**src/rtl/store_buffer.sv**
```systemverilog
// Store buffer between the pipeline MEM stage and a single-port memory system.
// Stores are queued in a small FIFO and drained in the background. Loads are
// answered from the youngest matching buffered store, or else from memory.
module store_buffer #(
    parameter int unsigned DEPTH = 4
) (
    input  logic       clk,
    input  logic       reset,
    input  logic       cpu_req,
    input  logic       cpu_we,
    input  logic [5:0] cpu_addr,
    input  logic [7:0] cpu_wdata,
    output logic       cpu_ready,
    output logic       cpu_rvalid,
    output logic [7:0] cpu_rdata,
    output logic [5:0] mem_address,
    output logic [7:0] mem_writedata,
    output logic       mem_writeen,
    input  logic       mem_hit,
    input  logic [7:0] mem_readdata
);

    localparam int unsigned AW = 6;
    localparam int unsigned DW = 8;
    // DEPTH is a power of two and at least 2, so pointers wrap naturally.
    localparam int unsigned PW = $clog2(DEPTH);
    localparam int unsigned CW = PW + 1;

    typedef struct packed {
        logic [AW-1:0] addr;
        logic [DW-1:0] data;
    } sb_entry_t;

    typedef enum logic [1:0] {
        S_IDLE = 2'd0,
        S_WR   = 2'd1,
        S_RD   = 2'd2
    } state_t;

    state_t          r_state;
    state_t          w_state_nxt;
    sb_entry_t       r_fifo [DEPTH];
    logic [PW-1:0]   r_wr_ptr;
    logic [PW-1:0]   r_rd_ptr;
    logic [CW-1:0]   r_count;
    logic            r_pend;
    logic [AW-1:0]   r_pend_addr;
    logic            r_rvalid;
    logic [DW-1:0]   r_rdata;

    logic            w_accept;
    logic            w_enq;
    logic            w_deq;
    logic            w_rd_done;
    logic            w_fwd_hit;
    logic [DW-1:0]   w_fwd_data;
    logic [PW-1:0]   w_idx;

    // Accept only with space left and no load waiting on memory.
    assign cpu_ready  = (r_count < CW'(DEPTH)) && !r_pend;
    assign w_accept   = cpu_req && cpu_ready;
    assign w_enq      = w_accept && cpu_we;
    assign w_deq      = (r_state == S_WR) && mem_hit;
    assign w_rd_done  = (r_state == S_RD) && mem_hit;
    assign cpu_rvalid = r_rvalid;
    assign cpu_rdata  = r_rdata;

    // Youngest-match search: walk oldest to youngest, the last hit wins.
    always_comb begin
        w_fwd_hit  = 1'b0;
        w_fwd_data = '0;
        w_idx      = '0;
        for (int unsigned i = 0; i < DEPTH; i++) begin
            w_idx = r_rd_ptr + PW'(i);
            if ((CW'(i) < r_count) && (r_fifo[w_idx].addr == cpu_addr)) begin
                w_fwd_hit  = 1'b1;
                w_fwd_data = r_fifo[w_idx].data;
            end
        end
    end

    // FSM state register.
    always_ff @(posedge clk) begin
        if (!reset) begin
            r_state <= S_IDLE;
        end else begin
            r_state <= w_state_nxt;
        end
    end

    // FSM next state and memory-side drive; pending loads win only from IDLE.
    always_comb begin
        w_state_nxt   = r_state;
        mem_address   = '0;
        mem_writedata = '0;
        mem_writeen   = 1'b0;
        case (r_state)
            S_IDLE: begin
                if (r_pend) begin
                    w_state_nxt = S_RD;
                end else if (r_count != '0) begin
                    w_state_nxt = S_WR;
                end
            end
            S_WR: begin
                mem_address   = r_fifo[r_rd_ptr].addr;
                mem_writedata = r_fifo[r_rd_ptr].data;
                mem_writeen   = 1'b1;
                if (mem_hit) begin
                    w_state_nxt = S_IDLE;
                end
            end
            S_RD: begin
                mem_address = r_pend_addr;
                if (mem_hit) begin
                    w_state_nxt = S_IDLE;
                end
            end
            default: begin
                w_state_nxt = S_IDLE;
            end
        endcase
    end

    // FIFO storage; entries are don't-care until written.
    always_ff @(posedge clk) begin
        if (w_enq) begin
            r_fifo[r_wr_ptr] <= '{addr: cpu_addr, data: cpu_wdata};
        end
    end

    // FIFO pointers and occupancy; enqueue and dequeue may share an edge.
    always_ff @(posedge clk) begin
        if (!reset) begin
            r_wr_ptr <= '0;
            r_rd_ptr <= '0;
            r_count  <= '0;
        end else begin
            if (w_enq) begin
                r_wr_ptr <= r_wr_ptr + PW'(1);
            end
            if (w_deq) begin
                r_rd_ptr <= r_rd_ptr + PW'(1);
            end
            case ({w_enq, w_deq})
                2'b10:   r_count <= r_count + CW'(1);
                2'b01:   r_count <= r_count - CW'(1);
                default: r_count <= r_count;
            endcase
        end
    end

    // Load handling: forward from the buffer or park the load for memory.
    always_ff @(posedge clk) begin
        if (!reset) begin
            r_pend      <= 1'b0;
            r_pend_addr <= '0;
            r_rvalid    <= 1'b0;
            r_rdata     <= '0;
        end else begin
            r_rvalid <= 1'b0;
            if (w_accept && !cpu_we) begin
                if (w_fwd_hit) begin
                    r_rvalid <= 1'b1;
                    r_rdata  <= w_fwd_data;
                end else begin
                    r_pend      <= 1'b1;
                    r_pend_addr <= cpu_addr;
                end
            end
            if (w_rd_done) begin
                r_pend   <= 1'b0;
                r_rvalid <= 1'b1;
                r_rdata  <= mem_readdata;
            end
        end
    end

endmodule

```
**config.mk**
```make
export PLATFORM = sky130hd
export DESIGN_NAME = store_buffer
export DESIGN_NICKNAME = d
export VERILOG_FILES = /design/src/rtl/store_buffer.sv
export SDC_FILE = /design/constraint.sdc
export NUM_CORES = 1
export LEC_CHECK = 0
export CAP_MARGIN = 40
export CELL_PAD_IN_SITES_DETAIL_PLACEMENT = 1
export CELL_PAD_IN_SITES_GLOBAL_PLACEMENT = 2
export CORE_ASPECT_RATIO = 1.75
export CORE_MARGIN = 10
export CORE_UTILIZATION = 43
export DETAILED_ROUTE_END_ITERATION = 8
export PLACE_DENSITY_LB_ADDON = 0.2
export RECOVER_POWER = 50
export SYNTH_ARGS = -nofsm -noshare
export SYNTH_HDL_FRONTEND = slang
export SYNTH_SLANG_ARGS = --single-unit
```
**constraint.sdc**
```tcl
create_clock -name clk -period 5.8 [get_ports clk]
set_clock_uncertainty 0.15 [all_clocks]
set_input_delay 0.58 -clock clk [delete_from_list [all_inputs] [get_ports clk]]
set_output_delay 0.58 -clock clk [all_outputs]
set_load 0.1 [all_outputs]
```
Yosys cells after proc, flatten, opt, wreduce, memory -nomap -nowiden. Memory sizes are Yosys's and may differ from the RTL's. A register that Yosys moved wholly into a read port is not among the register bits. Index checks and enable logic that the tools add are counted.

Bitwise operators: 2. Equal/unequal tests: 10. Div/mod/pow operators: 0. Add/sub/neg operators: 6. Multipliers: 0. Muxes and demuxes: 26. Magnitude comparators: 5. Shift operators: 0. Reductions and logical operators: 22.

Operators with widths (count): $mux W8 (8); $eq A6 B6 Y1 (4); $pmux W6 S2 (1); $logic_and A1 B1 Y1 (10); $mux W1 (10); $mux W2 (5); $lt A1 B3 Y1 const A (2); $lt A2 B3 Y1 const A (2); $pmux W3 S2 (1); $reduce_and A2 Y1 (3); $reduce_bool A2 Y1 (3); $add A2 B1 Y2 const B (2); $add A2 B2 Y2 const B (2); $eq A2 B1 Y1 const B (2); $eq A2 B2 Y1 const B (2); $pmux W2 S2 (1); $reduce_or A2 Y1 (2); $add A3 B1 Y3 const B (1); $lt A3 B3 Y1 const B (1); $ne A3 B3 Y1 const B (1); $reduce_bool A3 Y1 (1); $sub A3 B1 Y3 const B (1); $logic_not A1 Y1 (2); $logic_not A2 Y1 (1); 2 further kinds (3).

Word-level logic and storage cells: 80. RAM bits: 56. Bits in registers: 25. Memories: 1. Latch bits: 0. Bits in read-only memories: 0. Output and inout bits: 25.

Memories: r_fifo (words 4, bits a word 14, read ports 4, clocked after memory_dff 1, wr ports 1, RTL line 42) `sb_entry_t r_fifo [DEPTH];`.

Depth between registers and ports, before layout. Gate-level depths: netlist of run 1. An unclocked memory read counts as a cell.

Depth in word-level cells: 10. Mapped depth: 12.

Worst setup path before layout of run 1. Ideal clock, no wire load.

Path kind: reg-to-output. Start point: reg r_state[1]. End point: out mem_address[4]. Slack: 2108 ps. Required time: 5070 ps. Cell stages (with the launch flop): 6. Path buffers: 1. Arrival time: 2962 ps. Path through: dfxtp_1 > inv_1 > ha_1 > clkbuf_1 > a22oi_1 > nor2b_1.

Cells in the longest elaborated chain, start to end: 2. Elaborated cells on any way between the ends: 3. Those cells by class: eq/ne: 2; mux: 1.

RTL lines: start: declaration (RTL line 40) `state_t r_state;`; start signal: assignment (RTL line 87) `r_state <= w_state_nxt;`; $eq A2 B2 Y1 or $eq A2 B1 Y1 (tied branches) (RTL line 97) `case (r_state)`; $pmux W6 S2 * (RTL line 97); end: declaration (RTL line 16) `output logic [5:0] mem_address,`.

Mark *: on every way between the ends. The rest lies on a longest branch, timed or not.

==> results of run 1 <==
## layer usage
layer,vias to the layer above,routed length [um]
li1,1622,-
met1,1712,5365
met2,69,6767
met3,20,426
met4,0,299
met5,-,0
## worst max-delay path, cell delays in order, from the launching register on
cell and delay (ps):
dfxtp_1 570, buf_4 330, mux4_2 590, xor2_1 180, nor3_1 770, a21oi_1 490
a211o_1 520, o211ai_1 210
## cells in the mapped netlist, drive strengths merged (12+ instances only)
cell type,count
dfxtp,27
edfxtp,56
mux2i,23
xor2,13
inv,12
buf,20
mux4,41
clkbuf,12
xnor2,20
ha,12
and2,23
nand2,24
## registers in the layout, summed over array words and instances (netlist names), named ones only
signal       count
r_pend_addr      6
r_fifo          56
r_pend           1
r_state          2
r_count          3
r_wr_ptr         2
cpu_rvalid       1
cpu_rdata        8
r_rd_ptr         2
## worst paths after layout
path / from / to / slack, ps
setup reg to reg: flop / cpu_rdata[2] / 1910
hold reg to reg: r_pend_addr[1] / r_pend_addr[1] / 320
setup / recovery: flop / cpu_rdata[2] / 1910
hold / removal: r_pend_addr[1] / r_pend_addr[1] / 320
## kinds of logic (layout without fill, tap and decap cells)
kind of cell	Yosys count	in the layout	share of synthesized area [%]
buf+inv	45	110	5.872
simple gates	100	100	11.13
flops	83	83	43.64
compound gates	50	50	7.371
mux	64	64	23.37
xor+xnor	33	33	5.676
fa+ha+maj	12	12	2.948
## final cells by class
| type | instances | area [um2] |
|---|---|---|
| clock buffers | 9 | 225.2 |
| clock inverters | 7 | 91.34 |
| fillers | 1157 | 5365 |
| inverters | 12 | 45.04 |
| multi-input cells | 259 | 2571 |
| flip-flops and latches | 83 | 2225 |
| well taps | 135 | 168.9 |
| repair buffers | 82 | 889.6 |
## stage by stage
step,setup slack (ps),utilization [%]
6_report,1911,53.67
5_1_grt,1604,53.67
4_1_cts,1842,54.45
3_5_place_dp,1663,51.72
3_3_place_gp,1783,47.73
2_1_floorplan,2108,-
## power breakdown
part	switching (uW)	total (uW)	internal, uW	leakage, uW
Clock	264	612	347	0.000154
Sequential	44.9	717	672	0.000728
Combinational	524	876	352	0.00116
==> results.json, run 1 <==
{
  "grt_pass1_wl_mm": 21.06,
  "cts_htree_levels": 3,
  "postSynthCellCount": 387,
  "path_clk_slew_ps": 70,
  "outcome": "finished, final reports clean",
  "hold_path.class": "flop to flop",
  "grt_max_degree": 32,
  "area_growth_pct": 22.06,
  "ys_types": 49,
  "layoutNonFillerInstCount": 587,
  "fin_hold_ws_ps": 316.8,
  "tns_ps": 0,
  "period_share_pct": 67.05,
  "finalHoldViolCount": 0,
  "postCtsSetupRepairBufs": 0,
  "drv_slew": 0,
  "dr_total_vias": 3423,
  "finalCriticalPeriod_ps": 3889,
  "setup_viol": 0,
  "ff2ff_path_depth": 7,
  "drt-vias-per-instance": 5.831,
  "ctsRootBufferMaster": "clkbuf_16",
  "port_buffers": 51,
  "placed_cell_area_um2": 5989,
  "grt.busiest_layer": "met2",
  "num_rows": 52,
  "io-pin-count": 52,
  "hold_depth": 2,
  "fin_area_um2": 6216,
  "route.detailed.drc": 0,
  "synthesis.nets": 426,
  "netlist_area_um2": 5092,
  "die_y_um": 164.0,
  "grt_usage_pct": 16.32,
  "yosysTopAreaCell": "edfxtp_1",
  "nets": 486,
  "cp_max_fo": 11,
  "maxSlewHeadroom_pct": 20.89,
  "yosysWarnings": 0,
  "postRouteAntennaNets": 0,
  "cts_hold_buf": 0,
  "clkLatencyLatePin_ps": 340,
  "cp.required_ps": 5920,
  "endpoint_kind": "flop",
  "grt_overflow": 0,
  "critPathKind": "flop to flop",
  "drt-initial-drc-count": 168,
  "cts.sinks": 83,
  "die_w_um": 102.3,
  "yosysTopAreaCellShare_pct": 33.02,
  "ys_seq_area_share_pct": 43.64,
  "layout.cells.most_common": "edfxtp_1",
  "diodes": 0,
  "dr.pass1.iters": 5,
  "fp.dieArea_um2": 16770,
  "cts_inserted_buffers": 9,
  "dp_cells": 571,
  "ys_ff_latch": 83,
  "hpwl_mm": 9.737,
  "grt_antenna_before_repair": 0,
  "ir_worst_vdd_v": 0.0002083,
  "routedWlPerCell_um": 21.90,
  "synthFlopType": "edfxtp_1",
  "finalPower_uw": 2204,
  "cts_buffer_depth": 2,
  "layout_common_cells": "edfxtp_1, clkdlybuf4s50_1, mux4_2",
  "core-area_um2": 11580,
  "powerDensity_nw_per_um2": 354.6,
  "first_global_vias": 3703,
  "synthArstFlopShare_pct": 0,
  "rsz0062_at_grt": "false",
  "drt-total-wl_mm": 12.86,
  "met1_usage_pct": 19.67,
  "drive_above_1_share_pct": 18.36,
  "cp-start-kind": "flop",
  "maxCapViolations": 0,
  "gr-usage-met2_pct": 27.94,
  "synthTopCellsByArea": "edfxtp_1, mux4_2, dfxtp_1, mux4_1, mux2i_1",
  "cts_tree": "done",
  "syn_area_per_cell_um2": 13.16,
  "worstMarginPinSlew_ps": 1192,
  "max_freq_mhz": 257.1,
  "start_util_pct": 43.97,
  "total_leakage_power_uw": 0.002040,
  "arrival_ps": 4010,
  "post_cts_resized": 0,
  "use_met3_pct": 3.029,
  "gp_congestion": 0.7754,
  "synth_edf_count": 56
}
No activity file was read; power rests on OpenSTA's default activity.
==> inputs of run 2 (changes only) <==
Settings changed: CORE_UTILIZATION 43 to 36.
Clock period 5.8 ns to 3.4 ns, I/O delays scaled along.
==> run 2 against run 1 <==
Effect of this change:
- first-iteration DRC count down 27%
- non-clock buffer count increased by 1
- cell count is 7.3% higher
- clock power rose by 58%
- die area up 16%
- combinational power rose by 53%
- global-route usage is 2.5 points lower
- total power increased by 60%
- critical endpoint is now cpu_rdata[6]
==> results.json, run 2 (same netlist as run 1, synthesis figures left out) <==
{
  "r2r_slack_ps": 300,
  "nets": 487,
  "grt_pass1_wl_mm": 20.95,
  "drt-total-wl_mm": 12.96,
  "cts_hold_buf": 0,
  "nFillCells": 1478,
  "path_buf_inv": 0,
  "port_buffers": 51,
  "largest_reg_flops": 56,
  "hpwl_mm": 9.847,
  "hold_depth": 2,
  "postRouteAntennaNets": 0,
  "rsz0062_at_grt": "false",
  "crit_family": "compound AO/OA/AOI/OAI gates",
  "grt_antenna_before_repair": 0,
  "cts_inserted_buffers": 9,
  "io-pin-count": 52,
  "dp_cells": 614,
  "finalCriticalPeriod_ps": 3096,
  "arrival_ps": 3210,
  "dr_total_vias": 3425,
  "critPathKind": "flop to flop",
  "endpoint_kind": "flop",
  "cp.required_ps": 3510,
  "hold_path.class": "flop to flop",
  "cp-start-kind": "flop",
  "fp.dieArea_um2": 19490,
  "critical-path-slowest-cell": "mux4_2",
  "start_util_pct": 36.62,
  "layout.cells.most_common": "edfxtp_1",
  "drive_above_1_share_pct": 21.63,
  "period_share_pct": 91.06,
  "total_leakage_power_uw": 0.001992,
  "setup_viol": 0,
  "powerDensity_nw_per_um2": 585.6,
  "path_clk_slew_ps": 70,
  "cts_buffer_depth": 2,
  "drt-initial-drc-count": 122,
  "layout_common_cells": "edfxtp_1, buf_4, mux4_2",
  "area_growth_pct": 18.35,
  "ctsRootBufferMaster": "clkbuf_16",
  "finalHoldViolCount": 0,
  "diodes": 0,
  "max_freq_mhz": 323.0,
  "worstMarginPinSlew_ps": 1203,
  "post_cts_resized": 0,
  "drt-vias-per-instance": 5.437,
  "die_y_um": 177.3,
  "outcome": "finished, final reports clean",
  "layoutNonFillerInstCount": 630,
  "hold_path.startpoint": "r_pend_addr[1]",
  "routedWlPerCell_um": 20.58,
  "r2r_end": "cpu_rdata[6]",
  "whs_endpoint": "r_pend_addr[1]",
  "clkLatencyLatePin_ps": 340,
  "num_rows": 57,
  "grt_usage_pct": 13.83,
  "cts.sinks": 83,
  "maxSlewHeadroom_pct": 20.14,
  "ir_worst_vdd_v": 0.0002588,
  "cts_tree": "done",
  "grt_overflow": 0,
  "route.detailed.drc": 0,
  "dr.pass1.iters": 4,
  "cp_slowest_stage_delay_ps": 560,
  "grt_max_degree": 26,
  "cp_max_fo": 16,
  "maxCapViolations": 0,
  "startpoint": "r_rd_ptr[0]",
  "top_register": "r_fifo",
  "cts_htree_levels": 3,
  "postCtsSetupRepairBufs": 0,
  "gp_congestion": 0.7951,
  "first_global_vias": 3748,
  "core-area_um2": 13910,
  "ff2ff_path_depth": 7,
  "path_cells": "mux4_2, xor2_1, nor4_2, and3_1, o21ba_1, a211o_1, o211ai_1",
  "tns_ps": 0,
  "drv_slew": 0,
  "reg2reg_from": "r_rd_ptr[0]",
  "die_w_um": 109.9
}
==> run 2: changes by cell type in the layout (fill, tap and decap cells not counted), sizes merged <==
| cell | delta |
|---|---|
| buf | +13 |
| bufinv | -1 |
| clkbuf | +4 |
| clkdlybuf4s50 | -15 |
| clkinv | +1 |
| clkinvlp | +1 |
| dlygate4sd3 | -1 |
| inv | -1 |
==> run 2: worst register-to-register path: cells and delay by family, from the launching register on <==
family | cells | cell delay, ps
muxes | 1 | 560
and+or+nand+nor | 2 | 620
DFF | 1 | 540
xor gates and xnor gates | 1 | 160
AOI/OAI and AO/OA | 3 | 990
==> run 2: routing by layer <==
metal / track usage [%] / wire, um / vias up
li1: - / - / 1624
met1: 16.76 / 5539 / 1739
met2: 24.13 / 6820 / 52
met3: 2.434 / 423 / 10
met4: 3.976 / 180 / 0
met5: 0 / 0 / -
==> run 2: final cells by class <==
cell class / instances / area, um2 / area share [%]
Clock inverter: 7 / 68.82 / 1.142
Sequential cell: 83 / 2225 / 36.91
Tap cell: 177 / 221.5 / 3.674
Clock buffer: 9 / 225.2 / 3.737
Timing Repair Buffer: 83 / 665.6 / 11.04
Multi-Input combinational cell: 259 / 2576 / 42.74
Inverter: 12 / 45.04 / 0.7474
==> run 2: how the worst max path moves through the flow <==
stage                          end  slack (ps)  cells after the start
finish                cpu_rdata[6]         300                      7
global route          cpu_rdata[3]          30                      8
CTS                   cpu_rdata[6]         200                      8
detailed placement    cpu_rdata[6]         190                      7
global placement      cpu_rdata[3]         230                      7
floorplan           mem_address[1]          80                      4
==> run 2: report_power, final <==
group          internal (uW)  switching [uW]  total, uW
registers               1150            72.2       1220
clock network            515             454        968
logic                    472             872       1340
total                   2130            1400       3530
==> run 2: stage by stage <==
stage	worst slack (ps)	total power [uW]	hold slack [ps]	util, %	cell area, um2
floorplan	81.86	2279	287.7	-	5097
global placement	228.6	2587	294.6	41.06	5710
detailed placement	193.9	2655	307.0	42.03	5846
CTS	204.6	3634	317.2	44.15	6140
global route	28.62	3705	326.3	43.34	6027
finish	304.1	3529	314.1	43.34	6027
==> inputs of run 3 (changes only) <==
Settings changed: ABC_AREA from default to 1, CORE_UTILIZATION 36 to 29.
==> run 3 against run 2 <==
Effect of this change:
- clock power about the same
- utilization down 7.8 points
- via count up 73%
- sequential share of layout area down 5.1 points
- clock-buffer cell count unchanged
- cell count up 86%
- first-iteration DRC count rose to 2.6 times the previous value
- critical endpoint is now mem_writedata[0]
- highest routed layer unchanged
==> results.json, run 3 <==
{
  "outcome": "finished, final reports clean",
  "syn_area_per_cell_um2": 6.682,
  "io-pin-count": 52,
  "postCtsSetupRepairBufs": 0,
  "grt_pass1_wl_mm": 36.62,
  "drt-initial-drc-count": 315,
  "dr_total_vias": 5926,
  "yosysWarnings": 0,
  "period_share_pct": 87.71,
  "cts_inserted_buffers": 9,
  "postRouteAntennaNets": 0,
  "top_register": "r_fifo",
  "netlist_area_um2": 5773,
  "core-area_um2": 19650,
  "maxSlewHeadroom_pct": 20.83,
  "yosysTopAreaCell": "edfxtp_1",
  "hold_path.class": "flop to flop",
  "maxCapViolations": 0,
  "post_cts_resized": 0,
  "cts_htree_levels": 3,
  "tns_ps": 0,
  "ys_seq_area_share_pct": 38.49,
  "cp.required_ps": 2910,
  "route.detailed.drc": 0,
  "hpwl_mm": 19.07,
  "post-synth-top-count-cell": "nand2_1",
  "drt-total-wl_mm": 24.33,
  "finalHoldViolCount": 0,
  "gp_congestion": 0.9019,
  "routedWlPerCell_um": 20.79,
  "powerDensity_nw_per_um2": 617.1,
  "synthesis.nets": 903,
  "critPathKind": "flop to output pin",
  "diodes": 0,
  "cp_max_fo": 12,
  "synthFlopType": "edfxtp_1",
  "nets": 959,
  "yosys-top-cells-count": "nand2_1, inv_1, nor2_1, nand3_1, o21ai_0",
  "worstMarginPinSlew_ps": 1193,
  "layout.cells.most_common": "nand2_1",
  "grt_max_degree": 43,
  "layout_common_cells": "nand2_1, inv_1, nor2_1",
  "yosysTopAreaCellShare_pct": 29.13,
  "cp-start-kind": "flop",
  "dr.pass1.iters": 4,
  "drt-vias-per-instance": 5.065,
  "setup_viol": 0,
  "drive_above_1_share_pct": 9.081,
  "grt_usage_pct": 18.42,
  "die_y_um": 206.6,
  "ys_ff_latch": 83,
  "postSynthCellCount": 864,
  "start_util_pct": 29.37,
  "largest_reg_flops": 56,
  "arrival_ps": 2490,
  "ys_types": 32,
  "cts_hold_buf": 0,
  "num_rows": 68,
  "cts_buffer_depth": 2,
  "port_buffers": 51,
  "synth_edf_count": 56,
  "die_w_um": 126.7,
  "cts.sinks": 83,
  "path_clk_slew_ps": 60,
  "cts_tree": "done",
  "drv_slew": 0,
  "grt_overflow": 0,
  "finalCriticalPeriod_ps": 2982,
  "ir_worst_vdd_v": 0.0004344,
  "ctsRootBufferMaster": "clkbuf_16",
  "first_global_vias": 6397,
  "endpoint_kind": "output pin",
  "fp.dieArea_um2": 26170,
  "clkLatencyLatePin_ps": 360,
  "fin_hold_ws_ps": 319.5,
  "total_leakage_power_uw": 0.003263,
  "area_growth_pct": 20.98,
  "synthArstFlopShare_pct": 0,
  "rsz0062_at_grt": "false",
  "max_freq_mhz": 335.3,
  "synthTopCellsByArea": "edfxtp_1, nand2_1, dfxtp_1, inv_1, nand3_1",
  "grt_antenna_before_repair": 0
}
run 3: cell types whose count changed in the layout (fill, tap and decap cells not counted), sizes merged, moves of 20 or more:
cell   before  now
nand2      24  388
inv        16   94
nor2        5   67
nand3       1   61
o21ai       4   61
mux4       41    0
a21oi       7   41
mux2i      23    0
and2       23    2
xnor2      20    0
run 3: worst paths after layout:
kind                start                to  slack, ps  cells past startpoint
min          cpu_rdata[3]      cpu_rdata[3]        320                      2
max reg2reg   r_rd_ptr[0]    r_pend_addr[1]        460                     15
max                  flop  mem_writedata[0]        420                      6
min reg2reg  cpu_rdata[3]      cpu_rdata[3]        320                      2
run 3: layout make-up:
cell class / instances / area, um2
clock inverter: 7 / 68.82
tap: 245 / 306.5
fill: 2497 / 12670
multi-input combinational: 654 / 3003
sequential: 83 / 2223
timing repair buffer: 78 / 794.5
inverter: 94 / 362.8
clock buffer: 9 / 225.2
run 3: routing by layer:
metal	track usage [%]	vias to the layer above	wire length [um]	part of all wire, %
met5	0	-	0	0
met4	10.45	0	1198	4.9
met3	2.122	54	572	2.4
met1	17.37	2891	8663	36
li1	-	2867	-	-
met2	36.90	114	13890	57
run 3: worst max-delay path, stage by stage (launching register included):
cell and delay (ps):
dfxtp_1 590, inv_2 270, buf_4 270, a32oi_1 460, inv_1 100, nor2_1 120
buf_4 300
run 3: power breakdown:
group | leakage (uW) | internal, uW | switching [uW] | total (uW)
Clock | 0.000137 | 565 | 435 | 1000
Combinational | 0.00240 | 529 | 1560 | 2090
Sequential | 0.000729 | 1150 | 75.4 | 1220
run 3: stage by stage:
stage / util [%] / total power (uW) / worst slack (ps) / std cells / cell area (um2)
final: 35.54 / 4310 / 418.0 / 1170 / 6984
after global routing: 35.54 / 4586 / 189.8 / 1170 / 6984
after CTS: 35.72 / 4363 / 393.8 / 1170 / 7020
after detailed placement: 34.22 / 3350 / 432.5 / 1154 / 6726
after global placement: 33.09 / 3307 / 480.5 / 1145 / 6504
after floorplan: - / 2705 / 6.159 / 864 / 5798
run 3: logic make-up (layout without fill, tap and decap cells):
logic type / Yosys count / count (layout) / share of synthesized area, %
AND/OR/NAND/NOR: 519 / 519 / 36.95
XOR/XNOR: 3 / 3 / 0.4552
AO/OA/AOI/OAI: 120 / 120 / 11.62
flip-flops: 83 / 83 / 38.49
buffers and inverters: 127 / 188 / 9.883
adder cells (fa/ha/maj): 12 / 12 / 2.601
==> variant 1, RTL diff (config.mk and constraints of run 2) <==
Make the reset (`reset`) asynchronous in 3 clocked blocks.
--- a/src/rtl/store_buffer.sv
+++ b/src/rtl/store_buffer.sv
@@ -82,3 +82,3 @@
     // FSM state register.
-    always_ff @(posedge clk) begin
+    always_ff @(posedge clk or negedge reset) begin
         if (!reset) begin
@@ -132,3 +132,3 @@
     // FIFO pointers and occupancy; enqueue and dequeue may share an edge.
-    always_ff @(posedge clk) begin
+    always_ff @(posedge clk or negedge reset) begin
         if (!reset) begin
@@ -153,3 +153,3 @@
     // Load handling: forward from the buffer or park the load for memory.
-    always_ff @(posedge clk) begin
+    always_ff @(posedge clk or negedge reset) begin
         if (!reset) begin
Check against the original RTL: differs if reset is asserted again (counterexample within 4 cycles, from zero or initial values and one cycle with reset low); with reset held inactive, the same outputs for 4 cycles.
==> variant 1 against run 2 <==
  * The run now ends with max-capacitance violations, max-slew violations left
  * Sequential share of layout area increased by 1.8 points
  * Setup slack got worse by 0.084 ns
  * Sequential cell count decreased by 2
  * Wire length increased by 5.3%
  * Synthesized cell count increased by 5.4%
  * Utilization increased by 1.3 points
  * Cell area decreased by 0.81%
  * Synthesized area decreased by 4.2%
  * Non-clock buffer count increased by 3
  * Cell count increased by 3.7%
  * Largest cell class unchanged
Power is not compared: it rests on default switching activity, and its combinational part moved more than twofold at a synthesized area within 25%.
==> variant 1: results (changes against run 2) <==
Global route
The global-route wire length before repair was 21.4 mm (+2.2%). The met2 demand-to-capacity share in global routing is 28.9% (+4.7 points). The largest net degree at the start of global routing was 34 (+31%). The total global routing track utilization is 14.9% (+1.0 points). The met1 usage is 15.1% (-1.6 points).

Detailed routing
The starting DRC count in detailed routing came to 88 (-28%). The routed length per instance is 20.9 µm (+1.6%). The routed via count divided by cell count came to 5.32 (-2.1%). The routed length on met2 is 8.04 mm (+18%).

Synthesis
The share of flip-flops with an asynchronous set or reset is 30.9% (+31 points). The number of distinct library cells after synthesis is 41 (-16%).

Timing
The worst slew margin relative to its limit came to -5.09% (-25 points). The total count of max-transition violations in the final report is 26 (+26). The worst hold margin is 0.348 ns (+0.0339 ns).

Critical path
The count of cells along the worst register-to-register path is 8 (+1). The arrival time at the worst endpoint came to 3.26 ns (+0.05 ns). The source of the worst register-to-register timing path is r_rd_ptr[0]$_DFFE_PN0P_.

Layout
The net count of the finished layout is 513 (+5.3%).

Run status
The run finished, with violations left. The checks that failed: max-capacitance violations, max-slew violations.

Run
The max-capacitance violation count is 1 (+1).

Hold path
The terminating pin of the worst hold path is cpu_rdata[7]$_DFFE_PN0P_. The hold path startpoint is cpu_rdata[7]$_DFFE_PN0P_.

Placement
The post-place setup slack came to 0.0990 ns (-0.0949 ns). The half-perimeter wire length after placement was 10.3 mm (+4.4%).
variant 1: cell count changes after synthesis, moves of 9 or more:
cell,delta
sky130_fd_sc_hd__mux4_1,-9
sky130_fd_sc_hd__dfrtp_1,+25
sky130_fd_sc_hd__nand4_1,-9
sky130_fd_sc_hd__mux4_2,-15
sky130_fd_sc_hd__mux2_2,+27
sky130_fd_sc_hd__a21oi_1,+9
sky130_fd_sc_hd__dfxtp_1,-27
sky130_fd_sc_hd__a32oi_1,-9
variant 1: metrics by stage:
step,power [mW],area (µm²)
floorplan,3.69,4880
global placement,4.36,5590
detailed placement,4.56,5750
CTS,5.55,6040
global route,5.74,5980
finish,5.42,5980
variant 1: layout make-up:
cell class | count | area [µm²]
inverter | 9 | 33.8
fill | 1418 | 7400
sequential | 81 | 2310
timing repair buffer | 86 | 728
multi-input combinational | 287 | 2400
tap | 174 | 218
clock buffer | 12 | 236
clock inverter | 4 | 53.8
variant 1: timing repair:
action                                  4_1_cts  5_1_grt
setup buffers                                 0        3
endpoints found under the setup margin        0        8
resized for setup                             0        2
hold buffers                                  0        0
variant 1: power groups by stage:
stage	clock network (mW)	logic (mW)	registers, mW
2_1_floorplan	0	2.01	1.68
3_3_place_gp	0	2.92	1.45
3_5_place_dp	0	3.12	1.45
4_1_cts	0.986	3.13	1.43
5_1_grt	1.02	3.28	1.45
6_report	0.959	3.04	1.42
variant 1: worst max-delay path by stage:
stage                                     to  slack, ns  cells past startpoint
CTS                 cpu_rdata[5]$_DFFE_PN0P_       0.08                      9
global placement    cpu_rdata[5]$_DFFE_PN0P_       0.22                      6
global route        cpu_rdata[5]$_DFFE_PN0P_       0.02                     10
detailed placement  cpu_rdata[0]$_DFFE_PN0P_        0.1                      9
finish              cpu_rdata[5]$_DFFE_PN0P_       0.22                      8
floorplan                     mem_address[0]       0.06                      4
variant 1: cells by family (layout without fill, tap and decap cells):
kind of cell | Yosys count | after routing | share of synthesized area [%]
flip-flops | 81 | 81 | 47.3
XOR/XNOR | 36 | 36 | 6.46
adder cells (fa/ha/maj) | 12 | 12 | 3.08
multiplexers | 70 | 70 | 19.2
AND/OR/NAND/NOR | 88 | 88 | 9.18
AO/OA/AOI/OAI | 81 | 81 | 11.1
buffers and inverters | 40 | 111 | 3.69
variant 1: worst max-delay path, cell delays in order, from the launching register on:
cell and delay, ns:
sky130_fd_sc_hd__dfrtp_2 0.48, sky130_fd_sc_hd__mux4_2 0.56, sky130_fd_sc_hd__xor2_1 0.16, sky130_fd_sc_hd__or4_4 0.57, sky130_fd_sc_hd__nor2_2 0.16, sky130_fd_sc_hd__nor2_1 0.09, sky130_fd_sc_hd__a211o_1 0.38, sky130_fd_sc_hd__nand2b_4 0.22
sky130_fd_sc_hd__o31ai_1 0.30
==> variant 2, RTL diff (settings of run 2) <==
Made on the original files. The parameter `DEPTH` goes from 4 to 2.
--- a/src/rtl/store_buffer.sv
+++ b/src/rtl/store_buffer.sv
@@ -4,3 +4,3 @@
 module store_buffer #(
-    parameter int unsigned DEPTH = 4
+    parameter int unsigned DEPTH = 2
 ) (
Behaviour: not the same (a bounded check fails within 4 cycles, from zero or initial values and one cycle with reset low).
==> variant 2 against run 2 <==
  * Wire length decreased by 43%
  * Synthesized area shrank 50%
  * Setup slack gained 0.31 ns
  * Total power decreased by 35%
  * Sequential power is 38% lower
  * Sequential cell count shrank 32
  * Cell area down 43%
  * Critical path type is now input port to flop
==> variant 2: results (changes against run 2) <==
Run status
The run finished with clean final reports.

Critical path
The arrival time at the worst endpoint is 2.83 ns (-0.38 ns). The maximum fanout encountered on the critical timing path is 8 (-8).

Layout
The net count of the finished layout came to 324 (-33%). The register with the most flip-flops in the final layout is r_fifo. The number of flip-flops in the largest register is 28 (-50%). The ratio of cells with drive above 1 in the final layout is 19.9% (-1.8 points).

Global route
The largest net degree at the start of global routing is 17 (-35%). The number of global-route vias before repair is 2,196 (-41%). The number of antenna violations at the first check in global routing is 0 (unchanged).

The global-route wire length before repair is 11.9 mm (-43%). The total global routing track utilization is 13.6% (-0.18 points).

Placement
The last weighted congestion value of the routability-driven placer came to 0.758 (-4.7%). The post-place setup slack came to 0.384 ns (+0.190 ns). The half-perimeter wire length after placement is 5.75 mm (-42%).

Synthesis
By count the netlist is led by sky130_fd_sc_hd__edfxtp_1 (28), sky130_fd_sc_hd__dfxtp_1 (23), sky130_fd_sc_hd__mux2i_1 (20). After synthesis, the cell types taking the most area are sky130_fd_sc_hd__edfxtp_1 (33%), sky130_fd_sc_hd__dfxtp_1 (18%), sky130_fd_sc_hd__mux2i_1 (7.9%), sky130_fd_sc_hd__xor2_1 (3.4%), sky130_fd_sc_hd__nor2b_1 (3.2%). The sequential cell area fraction in the yosys report is 51.2% (+7.6 points). The synthesized net count is 259 (-39%).

The number of synthesized flops with an enable pin came to 28 (-50%). The number of distinct library cells after synthesis is 43 (-12%).

Clocking
The total setup buffers inserted after CTS came to 0 (unchanged). The latest clock arrival within the worst-skew pair is 0.30 ns (-0.04 ns). The deepest level of the CTS H-tree is 2 (-1). The number of buffers created by CTS is 5 (-4).

Detailed routing
The routed via count was 1,924 (-44%). The final wirelength came to 7.36 mm (-43%). The starting DRC count in detailed routing is 56 (-54%).

Timing
The worst slew margin relative to its limit is 22.9% (+2.8 points). The total negative slack for setup checks came to 0 ns (unchanged).

Power and ir drop
The largest vdd supply drop is 0.000416 V (+61%). The cell leakage power came to 1.24 nW (-38%).

Hold path
The worst min-delay path class is flop to flop.
variant 2: path summary, 6_finish.rpt:
check	start	slack, ns	cells after the start	endpoint
min	r_pend_addr[5]$_SDFFE_PN0P_	0.35	2	r_pend_addr[5]$_SDFFE_PN0P_
min reg2reg	r_pend_addr[5]$_SDFFE_PN0P_	0.35	2	r_pend_addr[5]$_SDFFE_PN0P_
max reg2reg	r_rd_ptr$_SDFFE_PN0P_	0.62	8	cpu_rdata[2]$_SDFFE_PN0P_
max	cpu_addr[1]	0.61	8	cpu_rdata[4]$_SDFFE_PN0P_
variant 2: area by class of cell:
| type | instances | area [µm²] |
|---|---|---|
| Sequential cell | 51 | 1300 |
| Multi-Input combinational cell | 161 | 1200 |
| Tap cell | 84 | 105 |
| Clock buffer | 5 | 125 |
| Fill cell | 757 | 3420 |
| Clock inverter | 3 | 38.8 |
| Inverter | 7 | 26.3 |
| Timing Repair Buffer | 65 | 644 |
variant 2: metrics by stage:
| stage | instances | cell area, µm² |
|---|---|---|
| after global placement | 359 | 3140 |
| after CTS | 376 | 3450 |
| after floorplan | 226 | 2570 |
| final | 376 | 3440 |
| after detailed placement | 368 | 3290 |
| after global routing | 376 | 3440 |
variant 2: critical path, cell delays in order:
cell,delay [ns]
sky130_fd_sc_hd__dlygate4sd3_1,0.64
sky130_fd_sc_hd__or3b_1,0.40
sky130_fd_sc_hd__mux2i_1,0.14
sky130_fd_sc_hd__nand4b_1,0.13
sky130_fd_sc_hd__or3_1,0.38
sky130_fd_sc_hd__a211o_1,0.47
sky130_fd_sc_hd__a211oi_2,0.24
sky130_fd_sc_hd__o21ai_1,0.08
variant 2: power by group:
group	total [mW]	switching, mW	internal (mW)
Combinational	0.972	0.663	0.308
Clock	0.566	0.222	0.343
Sequential	0.756	0.0405	0.716
Total	2.29	0.926	1.37
variant 2: cell families (layout without fill, tap and decap cells):
kind of cell,Yosys count,in the layout,synth area share (%)
AOI/OAI and AO/OA,40,40,11.7
muxes,26,26,10.5
xor gates and xnor gates,16,16,5.51
adders and majority gates,6,6,2.95
buffers and inverters,14,80,2.66
DFF,51,51,51.2
and+or+nand+nor,73,73,15.5
variant 2: routing by layer:
layer | track usage, % | part of all wire [%] | vias up | wire, µm
met3 | 2.72 | 3.9 | 7 | 286
met1 | 13.4 | 37 | 936 | 2730
met2 | 26.6 | 57 | 39 | 4230
met4 | 5.33 | 1.6 | 0 | 119
li1 | - | - | 942 | -
met5 | 0 | 0 | - | 0
